<file path="src/rtl/alu_pkg.sv">
// Shared ALU definitions: function codes and the arbiter's port identifier.
package alu_pkg;

    localparam int FN_W = 6;

    localparam logic [FN_W-1:0] FN_CMPEQ = 6'b000011;
    localparam logic [FN_W-1:0] FN_CMPLT = 6'b000101;
    localparam logic [FN_W-1:0] FN_CMPLE = 6'b000111;
    localparam logic [FN_W-1:0] FN_ADD   = 6'b010000;
    localparam logic [FN_W-1:0] FN_SUB   = 6'b010001;
    localparam logic [FN_W-1:0] FN_AND   = 6'b101000;
    localparam logic [FN_W-1:0] FN_OR    = 6'b101110;
    localparam logic [FN_W-1:0] FN_XOR   = 6'b100110;
    localparam logic [FN_W-1:0] FN_A     = 6'b101010;
    localparam logic [FN_W-1:0] FN_SHL   = 6'b110000;
    localparam logic [FN_W-1:0] FN_SHR   = 6'b110001;
    localparam logic [FN_W-1:0] FN_SRA   = 6'b110011;

    // Identifies a requester; also the encoding of the round-robin pointer.
    typedef enum logic {
        PORT0 = 1'b0,
        PORT1 = 1'b1
    } port_e;

endpackage

</file>
<file path="src/rtl/alu_rsp_slot.sv">
// One-entry response register for one arbiter port. Loads the ALU result
// on a grant and holds it until the consumer takes it.
module alu_rsp_slot
    import alu_pkg::*;
#(
    parameter int W = 32
) (
    input  logic         clk,
    input  logic         reset,
    input  logic         load,
    input  logic [W-1:0] load_data,
    input  logic         rsp_ready,
    output logic         rsp_valid,
    output logic [W-1:0] rsp_data,
    output logic         free
);

    logic         valid_q, valid_d;
    logic [W-1:0] data_q, data_d;

    // The slot can take a new result when empty or when it drains this cycle.
    assign free      = ~valid_q | rsp_ready;
    assign rsp_valid = valid_q;
    assign rsp_data  = data_q;

    // Next-state: a load wins over a drain so back-to-back results stream.
    always_comb begin
        // NOTE: defaults first so every path assigns each signal; no latch is inferred.
        valid_d = valid_q;
        data_d  = data_q;
        if (load) begin
            valid_d = 1'b1;
            data_d  = load_data;
        end else if (rsp_ready) begin
            valid_d = 1'b0;
        end
    end

    // Slot registers with synchronous reset.
    always_ff @(posedge clk) begin
        // NOTE: sequential state uses <= only; the data register is reset too so rsp_data reads 0 out of reset.
        if (reset) begin
            valid_q <= 1'b0;
            data_q  <= '0;
        end else begin
            valid_q <= valid_d;
            data_q  <= data_d;
        end
    end

endmodule

</file>
<file path="src/rtl/alu_arbiter.sv">
// Round-robin arbiter sharing one combinational ALU between the execute
// stage (port 0) and the address/branch helper (port 1). Results return one
// cycle after acceptance through a per-port response slot.
module alu_arbiter
    import alu_pkg::*;
#(
    parameter int W     = 32,
    parameter int CNT_W = 16
) (
    input  logic             clk,
    input  logic             reset,
    input  logic             req0_valid,
    output logic             req0_ready,
    input  logic [W-1:0]     req0_a,
    input  logic [W-1:0]     req0_b,
    input  logic [5:0]       req0_fn,
    input  logic             req1_valid,
    output logic             req1_ready,
    input  logic [W-1:0]     req1_a,
    input  logic [W-1:0]     req1_b,
    input  logic [5:0]       req1_fn,
    output logic             rsp0_valid,
    input  logic             rsp0_ready,
    output logic [W-1:0]     rsp0_data,
    output logic             rsp1_valid,
    input  logic             rsp1_ready,
    output logic [W-1:0]     rsp1_data,
    output logic [W-1:0]     alu_a,
    output logic [W-1:0]     alu_b,
    output logic [5:0]       alu_fn,
    input  logic [W-1:0]     alu_out,
    output logic [CNT_W-1:0] gnt0_cnt,
    output logic [CNT_W-1:0] gnt1_cnt
);

    logic             free0, free1;
    logic             elig0, elig1;
    logic             gnt0, gnt1;
    port_e            last_grant_q, last_grant_d;
    logic [CNT_W-1:0] gnt0_cnt_q, gnt0_cnt_d;
    logic [CNT_W-1:0] gnt1_cnt_q, gnt1_cnt_d;

    // Eligibility and round-robin grant; nothing is accepted while in reset.
    always_comb begin
        elig0 = req0_valid & free0 & ~reset;
        elig1 = req1_valid & free1 & ~reset;
        gnt0  = elig0 & (~elig1 | (last_grant_q == PORT1));
        gnt1  = elig1 & (~elig0 | (last_grant_q == PORT0));
    end

    assign req0_ready = gnt0;
    assign req1_ready = gnt1;

    // Steer the granted port's operands to the ALU; port 0 when idle.
    always_comb begin
        alu_a  = req0_a;
        alu_b  = req0_b;
        alu_fn = req0_fn;
        if (gnt1) begin
            alu_a  = req1_a;
            alu_b  = req1_b;
            alu_fn = req1_fn;
        end
    end

    // Round-robin pointer and saturating grant counters.
    always_comb begin
        last_grant_d = last_grant_q;
        gnt0_cnt_d   = gnt0_cnt_q;
        gnt1_cnt_d   = gnt1_cnt_q;
        if (gnt0) begin
            last_grant_d = PORT0;
        end else if (gnt1) begin
            last_grant_d = PORT1;
        end
        if (gnt0 && (gnt0_cnt_q != '1)) begin
            gnt0_cnt_d = gnt0_cnt_q + CNT_W'(1);
        end
        if (gnt1 && (gnt1_cnt_q != '1)) begin
            gnt1_cnt_d = gnt1_cnt_q + CNT_W'(1);
        end
    end

    // Arbiter state; PORT1 at reset so port 0 wins the first tie.
    always_ff @(posedge clk) begin
        if (reset) begin
            last_grant_q <= PORT1;
            gnt0_cnt_q   <= '0;
            gnt1_cnt_q   <= '0;
        end else begin
            last_grant_q <= last_grant_d;
            gnt0_cnt_q   <= gnt0_cnt_d;
            gnt1_cnt_q   <= gnt1_cnt_d;
        end
    end

    assign gnt0_cnt = gnt0_cnt_q;
    assign gnt1_cnt = gnt1_cnt_q;

    alu_rsp_slot #(.W(W)) u_slot0 (
        .clk       (clk),
        .reset     (reset),
        .load      (gnt0),
        .load_data (alu_out),
        .rsp_ready (rsp0_ready),
        .rsp_valid (rsp0_valid),
        .rsp_data  (rsp0_data),
        .free      (free0)
    );

    alu_rsp_slot #(.W(W)) u_slot1 (
        .clk       (clk),
        .reset     (reset),
        .load      (gnt1),
        .load_data (alu_out),
        .rsp_ready (rsp1_ready),
        .rsp_valid (rsp1_valid),
        .rsp_data  (rsp1_data),
        .free      (free1)
    );

endmodule

</file>
<file path="config.mk">
export PLATFORM = sky130hd
export DESIGN_NAME = alu_arbiter
export DESIGN_NICKNAME = d
export VERILOG_FILES = /design/src/rtl/alu_pkg.sv /design/src/rtl/alu_rsp_slot.sv /design/src/rtl/alu_arbiter.sv
export SDC_FILE = /design/constraint.sdc
export NUM_CORES = 1
export LEC_CHECK = 0
export ABC_AREA = 1
export CORE_AREA = 5 5 132 134
export DETAILED_ROUTE_END_ITERATION = 8
export DIE_AREA = 0 0 137 139
export PLACE_DENSITY_LB_ADDON = 0.05
export SLEW_MARGIN = 20
export SYNTH_ARGS = -nofsm -noshare
export SYNTH_HDL_FRONTEND = slang
export SYNTH_SLANG_ARGS = --single-unit
</file>
<file path="constraint.sdc">
create_clock -name clk -period 2.1 [get_ports clk]
set_input_delay 0.21 -clock clk [delete_from_list [all_inputs] [get_ports clk]]
set_output_delay 0.21 -clock clk [all_outputs]
set_load 0.02 [all_outputs]
</file>
==> impl_results.md <==
* Clock Pin Slew Worst Setup and Hold Paths at 0.07 ns
* CTS tree: yes
* Pint at 3.642 mW
* Filler cells at 1620
* Syn. warnings at 0
* Initial Util at a little under a third
* CP Cell Sequence: clkdlybuf4s50_1, inv_1, nand2_1, nand3_1, nand2_4, clkbuf_16, nand2_1, nand2_1, clkdlybuf4s15_1
* WHS at 0.4215 ns
* Static leakage at a little under 4 nW
* Worst Tran Pin Value at 0.8094 ns
* Row count at 47
* Placed Cells at 1354
* Reg area at 1982 um^2
* Final Non-Filler Cells at 1373
* Highest-delay cell along the critical path: clkdlybuf4s50_1
* Final WL at around 20000 um
* Number of global-route vias before repair at approximately 5600
* Most frequent cells in the layout: nand2_1 (366), clkdlybuf4s50_1 (275), nor2_1 (116)
* Reg power frac at 39.2%
* Final Setup Violations at 0
* Core Area at 16170 um^2
* Period utilization at 96.60%
* Max-slew violation count at 0
* DRT Pass-1 Iters at 4
* HPWL Detailed at 15710 um
* GP Congestion at 0.8049
* Most common cell after layout, fill and taps aside: nand2_1
* Seq/Total Area, Yosys at 39.45%
* TritonCTS Buffers at 9
* Layout net count at 1326
* Area growth from synthesis to layout at 77.98%
* Routed vias at 6112
* Startpoint types: input pin
* Clk pwr share at 32.8%
* Clock root buffer: clkbuf_16
* CP Data Arrival Time at 1.82 ns
* Worst vdd ir at 0.0004962 V
* Vias/cell at about 4.5
* Pwr Density at 580.0 nW/um^2
* Initial drt markers at 283
* CTS max path bufs at 2
* CP most frequent cell: nand2_1
* Switching pwr at 1.544 mW
* Path depth of the worst reg2reg path at 8
* Max-Cap Viols at 0
* I/O pin cnt at 348
* Syn Std Cell Area at 5024 um^2
* Initial antenna violation count at 2
* Global Route Usage Sum at 20.14%
* First-pass GRT wire length at 30530 um
* Worst Hold End: u_slot0.rsp_data[0]
* Post-DRT Antenna Nets at 0
* Hold path start: alu_out[0]
* Reg2reg start: u_slot0.rsp_valid
* Crit-path max FO at 27
* Crit. End Element: primary output
* Die area at 19040 um^2
* Hold WC Path Type: input pin to register
* Worst path required time at between 1.5 and 2 ns
* Largest net degree at the start of global routing at 84
* Total grt overflow at 0
* Slew HR at 46.04%
* RSZ-0062 raised after global routing: true
* Synth Register Bits at 99
* Worst hold path depth at 3
* Skew final at 0.007618 ns
* Sw Share at 29.77%
* Multi-input gate area at about 2700 um^2
* Mapped Avg Cell Area at 6.202 um^2
* Clk_lat worst skew at 0.35 ns
* Status: completed
* Die Ht at 139 um
* Mapped Nets at between 900 and 1000
* Clk sinks at 99
* Combinational power share at 28.1%
* Avg WL per Cell at 14.93 um
* Max Clock Freq at 493.0 MHz
* Crit-path max cell delay at 0.46 ns
* DRC Markers at 0
* Final min period at approximately 2.0 ns
* Reg-to-reg critical path endpoint: gnt1_cnt[9]
* R2r setup slk at 0.32 ns
* Worst setup path category: input pin to primary output
* Final core occ at a little under three fifths
* Synth cell types at 25
* PortBufs at 347
* Die X at 137 um
* Setup bufs post-CTS at 0
* Final hold violation count at 0
* Cells after Synth at 810
* Share of post-route cells with drive strength above 1 at 7.211%
* H-Tree Depth at 3
## layout make-up
cell class              instances  share of cell area (%)
well taps                     220                   3.079
repair buffers                368                   39.97
diodes                          2                 0.05598
multi-input cells             640                   30.13
inverters                      28                   1.259
flip-flops and latches         99                   22.17
clock inverters                 6                  0.7837
clock buffers                  10                   2.561
## stage by stage
stage	power [mW]	setup slack, ns	area, um^2	TNS, ns
6_report	5.185	0.07146	8941	0
5_1_grt	5.440	-0.04309	8941	-0.2571
4_1_cts	5.240	0.01797	8970	0
3_5_place_dp	3.613	-0.1990	8746	-11.63
3_3_place_gp	3.608	-0.1870	8746	-10.94
2_1_floorplan	2.722	0.4655	5024	0
## worst max-delay path by stage
stage                             end  cells past startpoint         startpoint
after global routing         alu_b[3]                      8  u_slot1.rsp_valid
after CTS                   alu_b[15]                      8  u_slot1.rsp_valid
after floorplan           gnt0_cnt[0]                      9        gnt0_cnt[1]
after global placement      alu_b[19]                      9         req1_valid
final                       alu_a[29]                      9         rsp0_ready
after detailed placement    alu_b[15]                      9         req1_valid
## synthesized netlist by cell type
master,count,area (um^2)
nand2_1,366,1374
nor2_1,117,439.2
dfxtp_1,99,1982
nand3_1,57,285.3
o21ai_0,43,215.2
a21oi_1,26,130.1
inv_1,24,90.09
buf_2,19,95.09
clkbuf_1,13,48.80
nand4_1,9,56.30
buf_4,6,45.04
buf_6,5,56.30
xor2_1,5,43.79
inv_2,3,11.26
nor2_2,3,18.77
nor2_4,3,33.78
ha_1,2,25.02
nand2_2,2,12.51
xnor2_1,2,17.52
clkinv_1,1,3.750
nand2_4,1,11.26
nand3b_1,1,7.510
nor3_1,1,5.000
o211ai_1,1,7.510
o21ai_2,1,8.760
## state kept, by name (all words and copies together), names as in the netlist
name / count
u_slot0.rsp_valid: 1
u_slot1.rsp_valid: 1
last_grant_q: 1
u_slot1.rsp_data: 32
u_slot0.rsp_data: 32
gnt1_cnt: 16
gnt0_cnt: 16
## repair_timing
item | 4_1_cts | 5_1_grt
gates resized for setup | 71 | 99
hold buffers | 0 | 0
cloned | 0 | 1
pin swaps | 0 | 1
setup endpoints to repair | 69 | 66
## power groups by stage
stage / Clock (mW) / Sequential, mW / Combinational, mW
final: 1.70 / 2.03 / 1.46
after global placement: 0 / 2.07 / 1.54
after detailed placement: 0 / 2.07 / 1.54
after CTS: 1.75 / 2.03 / 1.46
after floorplan: 0 / 2.19 / 0.532
after global routing: 1.82 / 2.04 / 1.57
## routing by layer
metal  share of wire, %  wire, um  track usage (%)  vias up
met5                  0         0                0        -
met4                2.7       555            7.721        0
met3                 12      2369            8.200       28
met2                 49     10020            35.40      224
met1                 37      7551            21.28     2652
li1                   -         -                -     3208
## worst max-delay path, delay by kind of cell
kind / cells / cell delay (ns)
buffers and inverters: 4 / 1.04
AND/OR/NAND/NOR: 5 / 0.56
## cell families (layout without fill, tap and decap cells)
family          count (synthesis)  in the layout  synth area share (%)
simple gates                  560            560                 44.66
buf+inv                        71            412                 6.974
fa+ha+maj                       2              2                0.4981
compound gates                 71             71                 7.198
xor+xnor                        7              7                 1.220
other cells                     0              2                     0
flops                          99             99                 39.45
(Power assumes the default switching activity.)
